<file path="config.mk">
export PLATFORM = sky130hd
export DESIGN_NAME = ysyx_redirect_ctrl_flat
export DESIGN_NICKNAME = d
export VERILOG_FILES = /design/src/rtl/ysyx_pkg.sv /design/src/rtl/ysyx_redirect_ctrl_if.sv /design/src/rtl/ysyx_sat_counter.sv /design/src/rtl/ysyx_redirect_ctrl.sv /design/src/flat_wrapper.sv
export SDC_FILE = /design/constraint.sdc
export NUM_CORES = 1
export LEC_CHECK = 0
export CAP_MARGIN = 25
export CELL_PAD_IN_SITES_DETAIL_PLACEMENT = 1
export CELL_PAD_IN_SITES_GLOBAL_PLACEMENT = 1
export CORE_ASPECT_RATIO = 2
export CORE_MARGIN = 2
export CORE_UTILIZATION = 26
export DETAILED_ROUTE_END_ITERATION = 10
export PLACE_DENSITY = 0.86
export SLEW_MARGIN = 25
export SYNTH_ARGS = -nofsm -noshare
export SYNTH_HDL_FRONTEND = slang
export SYNTH_SLANG_ARGS = --single-unit
</file>
<file path="constraint.sdc">
create_clock -name clk -period 2.44 [get_ports clk]
set_input_delay 0.244 -clock clk [delete_from_list [all_inputs] [get_ports clk]]
set_output_delay 0.244 -clock clk [all_outputs]
set_load 0.005 [all_outputs]
</file>
<file path="src/rtl/ysyx_pkg.sv">
// ysyx_pkg: shared front-end types and widths for the redirect controller
`ifndef YSYX_W_WIDTH
`define YSYX_W_WIDTH 32
`endif
`ifndef YSYX_PC_INIT
`define YSYX_PC_INIT 32'h8000_0000
`endif
package ysyx_pkg;
    localparam int SPEC_W = 3;
    typedef enum logic [1:0] {BOOT, IDLE, FLUSH, REDIRECT} redirect_state_t;
    typedef enum logic [1:0] {SRC_TRAP, SRC_FLUSH, SRC_MISPRED} redirect_src_t;
endpackage

</file>
<file path="src/rtl/ysyx_redirect_ctrl_if.sv">
// ysyx_redirect_ctrl_if: redirect target handshake toward the PC/IFU
interface ysyx_redirect_ctrl_if #(
    parameter int DATA_W = `YSYX_W_WIDTH
);
    logic              redirect_valid_o;
    logic [DATA_W-1:0] redirect_pc_o;
    logic              redirect_ready_i;
    modport master (output redirect_valid_o, output redirect_pc_o, input redirect_ready_i);
    modport slave (input redirect_valid_o, input redirect_pc_o, output redirect_ready_i);
endinterface

</file>
<file path="src/rtl/ysyx_sat_counter.sv">
// ysyx_sat_counter: up/down counter that saturates at both ends, with clear
module ysyx_sat_counter #(
    parameter int W = 3
) (
    input  logic         clk,
    input  logic         rst,
    input  logic         clr,
    input  logic         up,
    input  logic         dn,
    output logic [W-1:0] cnt,
    output logic [W-1:0] cnt_d
);
    // Clear wins; opposing events cancel; both ends hold instead of wrapping.
    always_comb cnt_d = clr ? '0 :
                        (up && !dn && cnt != '1) ? cnt + 1'b1 :
                        (dn && !up && cnt != '0) ? cnt - 1'b1 : cnt;
    // Count register.
    always_ff @(posedge clk) cnt <= rst ? '0 : cnt_d;
endmodule

</file>
<file path="src/rtl/ysyx_redirect_ctrl.sv">
// ysyx_redirect_ctrl: arbitrates redirects, squashes the pipe and hands the target to the PC/IFU
module ysyx_redirect_ctrl #(
    parameter int                DATA_W  = `YSYX_W_WIDTH,
    parameter logic [DATA_W-1:0] PC_INIT = `YSYX_PC_INIT,
    parameter int                SPEC_W  = ysyx_pkg::SPEC_W
) (
    input  logic                 clk,
    input  logic                 rst,
    input  logic                 cmt_trap_valid,
    input  logic [DATA_W-1:0]    cmt_trap_tvec,
    input  logic                 cmt_flush_valid,
    input  logic [DATA_W-1:0]    cmt_flush_pc,
    input  logic                 exu_mispred_valid,
    input  logic [DATA_W-1:0]    exu_mispred_npc,
    input  logic                 exu_br_resolve,
    input  logic                 ifu_br_issue,
    ysyx_redirect_ctrl_if.master rd,
    output logic                 flush_o,
    output logic                 stall_ifu_o,
    output logic [SPEC_W-1:0]    spec_cnt_o,
    output logic [31:0]          redirect_cnt_o
);
    import ysyx_pkg::*;
    localparam logic [SPEC_W-1:0] SPEC_MAX = '1;
    redirect_state_t   state_q, state_d;
    redirect_src_t     src;
    logic              cmt_req, hs, lat;
    logic              valid_d, flush_d, stall_d;
    logic [DATA_W-1:0] tgt, pc_d;
    logic [31:0]       cnt_d;
    logic [SPEC_W-1:0] spec_d;
    // Inline priority: trap beats serialising flush beats mispredict.
    always_comb begin
        cmt_req = cmt_trap_valid | cmt_flush_valid;
        src     = cmt_trap_valid ? SRC_TRAP : cmt_flush_valid ? SRC_FLUSH : SRC_MISPRED;
        tgt     = src == SRC_TRAP ? cmt_trap_tvec : src == SRC_FLUSH ? cmt_flush_pc : exu_mispred_npc;
    end
    // Next state: mispredicts only count in IDLE, commit requests override FLUSH/REDIRECT.
    always_comb begin
        hs      = state_q == REDIRECT && rd.redirect_ready_i;
        lat     = state_q == IDLE ? (cmt_req | exu_mispred_valid) : (state_q != BOOT) && cmt_req;
        state_d = lat ? FLUSH :
                  state_q == BOOT ? (rd.redirect_ready_i ? IDLE : BOOT) :
                  state_q == FLUSH ? REDIRECT :
                  hs ? IDLE : state_q;
    end
    // Output values for the next cycle, derived from the next state so every output is a flop.
    always_comb begin
        valid_d = state_d == BOOT || state_d == REDIRECT;
        flush_d = state_d == FLUSH;
        pc_d    = lat ? tgt : rd.redirect_pc_o;
        stall_d = state_d != IDLE || spec_d == SPEC_MAX;
        cnt_d   = redirect_cnt_o + 32'(hs);
    end
    // State and registered outputs; reset drops any latched target back to the boot PC.
    always_ff @(posedge clk) begin
        if (rst) begin
            state_q             <= BOOT;
            rd.redirect_valid_o <= 1'b1;
            rd.redirect_pc_o    <= PC_INIT;
            flush_o             <= 1'b0;
            stall_ifu_o         <= 1'b1;
            redirect_cnt_o      <= '0;
        end else begin
            state_q             <= state_d;
            rd.redirect_valid_o <= valid_d;
            rd.redirect_pc_o    <= pc_d;
            flush_o             <= flush_d;
            stall_ifu_o         <= stall_d;
            redirect_cnt_o      <= cnt_d;
        end
    end
    ysyx_sat_counter #(.W(SPEC_W)) u_spec (
        .clk   (clk),
        .rst   (rst),
        .clr   (state_d == FLUSH),
        .up    (ifu_br_issue),
        .dn    (exu_br_resolve),
        .cnt   (spec_cnt_o),
        .cnt_d (spec_d)
    );
endmodule
</file>
<file path="src/flat_wrapper.sv">
// flat-port wrapper written by rule: the top's interface ports become plain ports
module ysyx_redirect_ctrl_flat import ysyx_pkg::*;
#(
    parameter int                DATA_W  = `YSYX_W_WIDTH,
    parameter logic [DATA_W-1:0] PC_INIT = `YSYX_PC_INIT,
    parameter int                SPEC_W  = ysyx_pkg::SPEC_W
)
  (clk, rst, cmt_trap_valid, cmt_trap_tvec, cmt_flush_valid, cmt_flush_pc, exu_mispred_valid, exu_mispred_npc, exu_br_resolve, ifu_br_issue, flush_o, stall_ifu_o, spec_cnt_o, redirect_cnt_o, rd_redirect_valid_o, rd_redirect_pc_o, rd_redirect_ready_i);
  ysyx_redirect_ctrl_if #(.DATA_W(DATA_W)) rd_i ();
  input  logic clk;
  input  logic rst;
  input  logic cmt_trap_valid;
  input  logic [DATA_W-1:0] cmt_trap_tvec;
  input  logic cmt_flush_valid;
  input  logic [DATA_W-1:0] cmt_flush_pc;
  input  logic exu_mispred_valid;
  input  logic [DATA_W-1:0] exu_mispred_npc;
  input  logic exu_br_resolve;
  input  logic ifu_br_issue;
  output logic flush_o;
  output logic stall_ifu_o;
  output logic [SPEC_W-1:0] spec_cnt_o;
  output logic [31:0] redirect_cnt_o;
  output wire logic [$bits(rd_i.redirect_valid_o)-1:0] rd_redirect_valid_o;
  output wire logic [$bits(rd_i.redirect_pc_o)-1:0] rd_redirect_pc_o;
  input wire logic [$bits(rd_i.redirect_ready_i)-1:0] rd_redirect_ready_i;
  assign rd_redirect_valid_o = rd_i.redirect_valid_o;
  assign rd_redirect_pc_o = rd_i.redirect_pc_o;
  assign rd_i.redirect_ready_i = rd_redirect_ready_i;
  ysyx_redirect_ctrl #(.DATA_W(DATA_W), .PC_INIT(PC_INIT), .SPEC_W(SPEC_W)) u_core (.clk(clk), .rst(rst), .cmt_trap_valid(cmt_trap_valid), .cmt_trap_tvec(cmt_trap_tvec), .cmt_flush_valid(cmt_flush_valid), .cmt_flush_pc(cmt_flush_pc), .exu_mispred_valid(exu_mispred_valid), .exu_mispred_npc(exu_mispred_npc), .exu_br_resolve(exu_br_resolve), .ifu_br_issue(ifu_br_issue), .rd(rd_i), .flush_o(flush_o), .stall_ifu_o(stall_ifu_o), .spec_cnt_o(spec_cnt_o), .redirect_cnt_o(redirect_cnt_o));
endmodule
</file>
Word level (Yosys, flattened, before mapping)
Index checks and enable logic that the tools add are counted.
{"block": "word_totals", "regBits": 72, "input_bits": 104, "out_inout_bits": 70, "word_cells": 49}
{"block": "classes", "addsub": 3, "eq_ne": 9, "muxes": 13, "bitwise_logic": 2, "reduce_logical": 15}
{"operator": "$mux W32", "count": 2}
{"operator": "$add A32 B1 Y32", "count": 1}
{"operator": "$mux W2", "count": 6}
{"operator": "$mux W3", "count": 3}
{"operator": "$eq A2 B2 Y1 const B", "count": 4}
{"operator": "$logic_and A1 B1 Y1", "count": 6}
{"operator": "$logic_not A2 Y1", "count": 3}
{"operator": "$eq A2 B1 Y1 const B", "count": 2}
{"operator": "$add A3 B1 Y3 const B", "count": 1}
{"operator": "$eq A3 B3 Y1 const B", "count": 1}
{"operator": "$ne A3 B3 Y1 const B", "count": 1}
{"operator": "$reduce_bool A3 Y1", "count": 1}
{"operator": "$sub A3 B1 Y3 const B", "count": 1}
{"operator": "$logic_not A1 Y1", "count": 2}
{"operator": "$logic_or A1 B1 Y1", "count": 2}
{"operator": "$mux W1", "count": 2}
{"operator": "$ne A2 B1 Y1 const B", "count": 1}
{"operator": "$or A1 B1 Y1", "count": 2}
{"operator": "$reduce_bool A2 Y1", "count": 1}

Depth between registers and ports, before layout
Gate-level depths: netlist of run 1.
{"block": "depth", "ltp_word": 10, "depth_mapped": 9, "mapped_depth_nobuf": 7}

Modules after synthesis
A second synthesis of run 1 with hierarchy kept.
{"block": "hier_totals", "hier_cells": 472, "hier_area_um2": 3711.1}
{"mod": "ysyx_redirect_ctrl", "instances": 1, "cells_each": 441, "area_per_inst_um2": 3438.3, "seq_area_each_um2": 1381.3}
{"mod": "ysyx_sat_counter", "instances": 1, "cells_each": 31, "area_per_inst_um2": 272.8, "seq_area_each_um2": 60.1}

Least setup slack after synthesis of run 1
OpenSTA, ideal clock, no wires.
{"block": "synth_timing", "kind": "flip-flop to flip-flop", "start": "reg u_core.state_q[1]", "end": "reg u_core.redirect_cnt_o[16]", "setup_time_ns": 0.132, "t_arrival_ns": 2.139, "required_time_ns": 2.308, "path_slack_ns": 0.169, "path_stages_with_launch": 10, "path_buffers": 2, "period_less_slack_ns": 2.271, "path_cell_list": "dfxtp_1 -> and3_1 -> ha_1 -> ha_1 -> nand3_2 -> or4_1 -> buf_2 -> clkbuf_1 -> o31ai_1 -> a21oi_1"}
{"block": "synth_between", "elab_chain_cells": 3}
{"element": "from (decl)", "line_no": "ysyx_redirect_ctrl.sv:25", "rtl": "redirect_state_t state_q, state_d;"}
{"element": "from (signal assigned)", "line_no": "ysyx_redirect_ctrl.sv:65", "rtl": "state_q <= state_d;"}
{"element": "$eq A2 B2 Y1", "line_no": "ysyx_redirect_ctrl.sv:40", "rtl": "hs = state_q == REDIRECT && rd.redirect_ready_i;"}
{"element": "$logic_and A1 B1 Y1", "line_no": "ysyx_redirect_ctrl.sv:40"}
{"element": "$add A32 B1 Y32", "line_no": "ysyx_redirect_ctrl.sv:53", "rtl": "cnt_d = redirect_cnt_o + 32'(hs);"}
{"element": "to (signal assigned)", "line_no": "ysyx_redirect_ctrl.sv:70", "rtl": "redirect_cnt_o <= cnt_d;"}
{"element": "to (decl)", "line_no": "ysyx_redirect_ctrl.sv:21", "rtl": "output logic [31:0] redirect_cnt_o"}
Every way passes these cells.
A chain may end at the register's enable or synchronous reset.

Worst setup path after layout of run 1
{"block": "layout_timing", "start": "in rd_redirect_ready_i", "end": "reg u_core.redirect_cnt_o[26]"}
{"block": "layout_between", "elab_chain_cells": 2}
{"element": "from (decl)", "line_no": "flat_wrapper.sv:26", "rtl": "input wire logic [$bits(rd_i.redirect_ready_i)-1:0] rd_redirect_ready_i;"}
{"element": "$logic_and A1 B1 Y1", "line_no": "ysyx_redirect_ctrl.sv:40"}
{"element": "$add A32 B1 Y32", "line_no": "ysyx_redirect_ctrl.sv:53"}
Every way passes these cells.

==> flow_summary.json, run 1 <==
{
  "status": "finished clean",
  "grt_pass1_wl_mm": 20.1,
  "synth_common_cells": "nand2_1, dfxtp_1, a21oi_1",
  "slew_headroom_pct": 62.8,
  "power.share.clock_pct": 42.5,
  "die_h_um": 172,
  "netlist_instances": 469,
  "drtPass1Iterations": 4,
  "p_sw_mw": 0.943,
  "coreArea_um2": 13900,
  "drtIter0Drc": 52,
  "setup.worst_path.class": "in2reg",
  "setup_tns_ps": 0,
  "vdd_drop_max_v": 0.000355,
  "clock_path_buffers": 2,
  "pwr-share-seq_pct": 34.8,
  "place.gp.congestion": 0.855,
  "worstPathCellList": "clkdlybuf4s50_1 > and3_1 > ha_2 > ha_4 > nand3_2 > or4_4 > buf_6 > or4_4 > a21oi_2",
  "clock_latency_ps": 320,
  "p_int_mw": 2.87,
  "hold_viol": 0,
  "ios": 174,
  "finalPower_mw": 3.81,
  "cp_slowest_cell": "or4_4",
  "cp.required_ps": 2700,
  "cts_setup_buffers": 0,
  "track_usage_pct": 16.8,
  "power_density_nw_per_um2": 626,
  "port_buffers": 173,
  "drv_cap": 0,
  "design_area_um2": 6090,
  "post-route-min-period_ps": 2360,
  "cts_max_level": 3,
  "synth_nets": 581,
  "drc": 0,
  "power_switching_share_pct": 24.7,
  "clk_pin_slew_ps": 60,
  "synth_most_common_cell": "nand2_1",
  "multi_input_area_um2": 2140,
  "diodes": 0,
  "holdPathStages": 2,
  "rows": 61,
  "ys_types": 41,
  "finalCritPeriodShare_pct": 96.7,
  "num_vias": 4032,
  "synth_area_um2": 3680,
  "p_leak_nw": 2.23,
  "setup_viol": 0,
  "grt-busiest-layer": "met2",
  "use_met3_pct": 4.68,
  "ys.flop_type": "dfxtp_1",
  "cts_resized": 2,
  "yosys.area.top_type": "dfxtp_1",
  "fp.dieW_um": 88.2,
  "fp.dieArea_um2": 15200,
  "via_per_inst": 4.84,
  "grt_pass1_vias": 4196,
  "n_fill_cell": 1666,
  "synth_top_area_share_pct": 39.1,
  "syn_to_final_growth_pct": 65.3,
  "wirelength_mm": 12.7,
  "rsz0062_at_grt": "false",
  "worstPathArrival_ps": 2620,
  "syn_avg_cell_area_um2": 7.86,
  "antenna_left": 0,
  "synth_seq_cells": 72,
  "placed_area_um2": 5670,
  "seq_area_frac_synth_pct": 39.1,
  "ff2ff_path_depth": 8,
  "floorplan.initialDensity_pct": 26.5,
  "cp-start-kind": "input port",
  "cp.depth": 9,
  "grt_overflow": 0,
  "cts_tree": "yes",
  "wl_per_cell_um": 15.2,
  "tightest_slew_ps": 558,
  "cp_num_buf_inv": 2,
  "numCtsBuffers": 9,
  "cts.sinks": 72,
  "cp_top_family": "simple AND/OR/NAND/NOR gates",
  "cts_hold_buffers": 0,
  "hpwl_mm": 10.2,
  "synth_edf_count": 0,
  "cts_root_buf": "clkbuf_16",
  "fin_hold_ws_ps": 352,
  "worst_setup_path_end_kind": "flop",
  "yosys_warnings": 0,
  "drive_gt1_share_pct": 8.23,
  "min_path_type": "in2reg",
  "clock-skew-final_ps": 8.08,
  "grt_max_degree": 65,
  "antenna_found_initial": 0,
  "netlist_top_cells_area": "dfxtp_1, nand2_1, mux2i_1",
  "cp_max_fo": 17,
  "async_flop_share_pct": 0,
  "grt_use_met1_pct": 16.1,
  "crit_path_max_incr_delay_ps": 540,
  "seqCellArea_um2": 1440,
  "drv_slew": 0,
  "crit_path_frequent_cell": "or4_4",
  "met2_usage_pct": 32.6,
  "r2r_setup_slack_ps": 160,
  "fmax_ghz": 0.424,
  "nNetsFinal": 752,
  "p_comb_share_pct": 22.7
}
[power groups by stage]
| stage | sequential (mW) | clock (mW) | combinational [mW] |
|---|---|---|---|
| 2_1_floorplan | 1.36 | 0 | 0.360 |
| 5_1_grt | 1.34 | 1.70 | 0.953 |
| 6_report | 1.33 | 1.62 | 0.865 |
| 3_5_place_dp | 1.35 | 0 | 0.875 |
| 4_1_cts | 1.33 | 1.65 | 0.877 |
| 3_3_place_gp | 1.35 | 0 | 0.832 |
[area by class of cell]
cell class                      instances  share of cell area (%)
Tap cell                              189                    3.88
Timing Repair Buffer                  191                    30.7
Multi-Input combinational cell        356                    35.1
Clock buffer                           10                    3.92
Inverter                               10                   0.616
Sequential cell                        72                    23.7
Clock inverter                          5                    2.12
[sequential cells by signal, summed over array words and instances, names as in the netlist]
signal / cells
u_core.stall_ifu_o: 1
u_core.rd.redirect_valid_o: 1
u_core.state_q: 2
u_core.redirect_cnt_o: 32
u_core.u_spec.cnt: 3
u_core.rd.redirect_pc_o: 32
u_core.flush_o: 1
[final timing paths]
kind | startpoint | end
max | rd_redirect_ready_i | u_core.redirect_cnt_o[26]
min | rst | u_core.state_q[1]
max reg2reg | u_core.state_q[0] | u_core.redirect_cnt_o[26]
min reg2reg | u_core.rd.redirect_pc_o[23] | u_core.rd.redirect_pc_o[23]
[per-layer routing]
layer,share of wire [%],up-vias
li1,-,1989
met1,34,1885
met2,58,142
met5,0,-
met4,2.2,0
met3,6.1,16
[worst register-to-register path, stage by stage, from the launching register on]
cell and delay (ps):
dfxtp_1 330, and3_1 160, ha_2 210, ha_4 150, nand3_2 80, or4_4 540
buf_6 170, or4_4 430, a21oi_2 150
[cells by family (layout without fill, tap and decap cells)]
logic type,count (synthesis),in the layout,share of synthesized area (%)
muxes,32,32,8.69
DFF,72,72,39.1
xor gates and xnor gates,10,10,2.38
adders and majority gates,8,8,2.72
buffers and inverters,41,216,4.69
and+or+nand+nor,186,186,24.3
AOI/OAI and AO/OA,120,120,18.1
[per-stage QoR]
| stage | instances | worst slack [ps] | utilization [%] |
|---|---|---|---|
| 2_1_floorplan | 469 | 169 | - |
| 3_3_place_gp | 818 | -216 | 40.8 |
| 3_5_place_dp | 818 | -361 | 40.8 |
| 4_1_cts | 833 | 6.94 | 43.5 |
| 5_1_grt | 833 | 18.8 | 43.8 |
| 6_report | 833 | 80.8 | 43.8 |
[cells in the final DEF (no fill, tap or decap), types with 3 or more instances in the layout]
| cell type | instances |
|---|---|
| nor2_1 | 15 |
| or3_1 | 9 |
| clkdlybuf4s50_1 | 170 |
| a21oi_2 | 4 |
| and4_1 | 5 |
| nand4_1 | 5 |
| buf_2 | 3 |
| o31ai_1 | 13 |
| nor2b_1 | 6 |
| inv_1 | 10 |
| xnor2_1 | 4 |
| or4_4 | 4 |
| dfxtp_1 | 72 |
| nand3_1 | 9 |
| ha_1 | 6 |
| nand2_1 | 108 |
| clkbuf_16 | 9 |
| mux2i_1 | 32 |
| or4_1 | 11 |
| buf_4 | 16 |
| o21ai_0 | 43 |
| xor2_1 | 6 |
| bufinv_16 | 4 |
| a21oi_1 | 51 |
Power figures use the tool's default switching activity.
==> run 2, diff against run 1 <==
--- a/config.mk
+++ b/config.mk
@@ -13,7 +13,7 @@
 export CORE_UTILIZATION = 26
 export DETAILED_ROUTE_END_ITERATION = 10
 export PLACE_DENSITY = 0.86
-export SLEW_MARGIN = 25
+export SLEW_MARGIN = 20
 export SYNTH_ARGS = -nofsm -noshare
 export SYNTH_HDL_FRONTEND = slang
 export SYNTH_SLANG_ARGS = --single-unit
==> results of run 2 <==
Final layout, timing and power as in run 1 (identical DEF).
==> run 3, diff against run 2 <==
--- a/config.mk
+++ b/config.mk
@@ -11,6 +11,7 @@
 export CORE_ASPECT_RATIO = 2
 export CORE_MARGIN = 2
 export CORE_UTILIZATION = 26
+export CTS_CLUSTER_SIZE = 8
 export DETAILED_ROUTE_END_ITERATION = 10
 export PLACE_DENSITY = 0.86
 export SLEW_MARGIN = 20
==> results of run 3 <==
Final layout, timing and power as in run 1 (identical DEF).
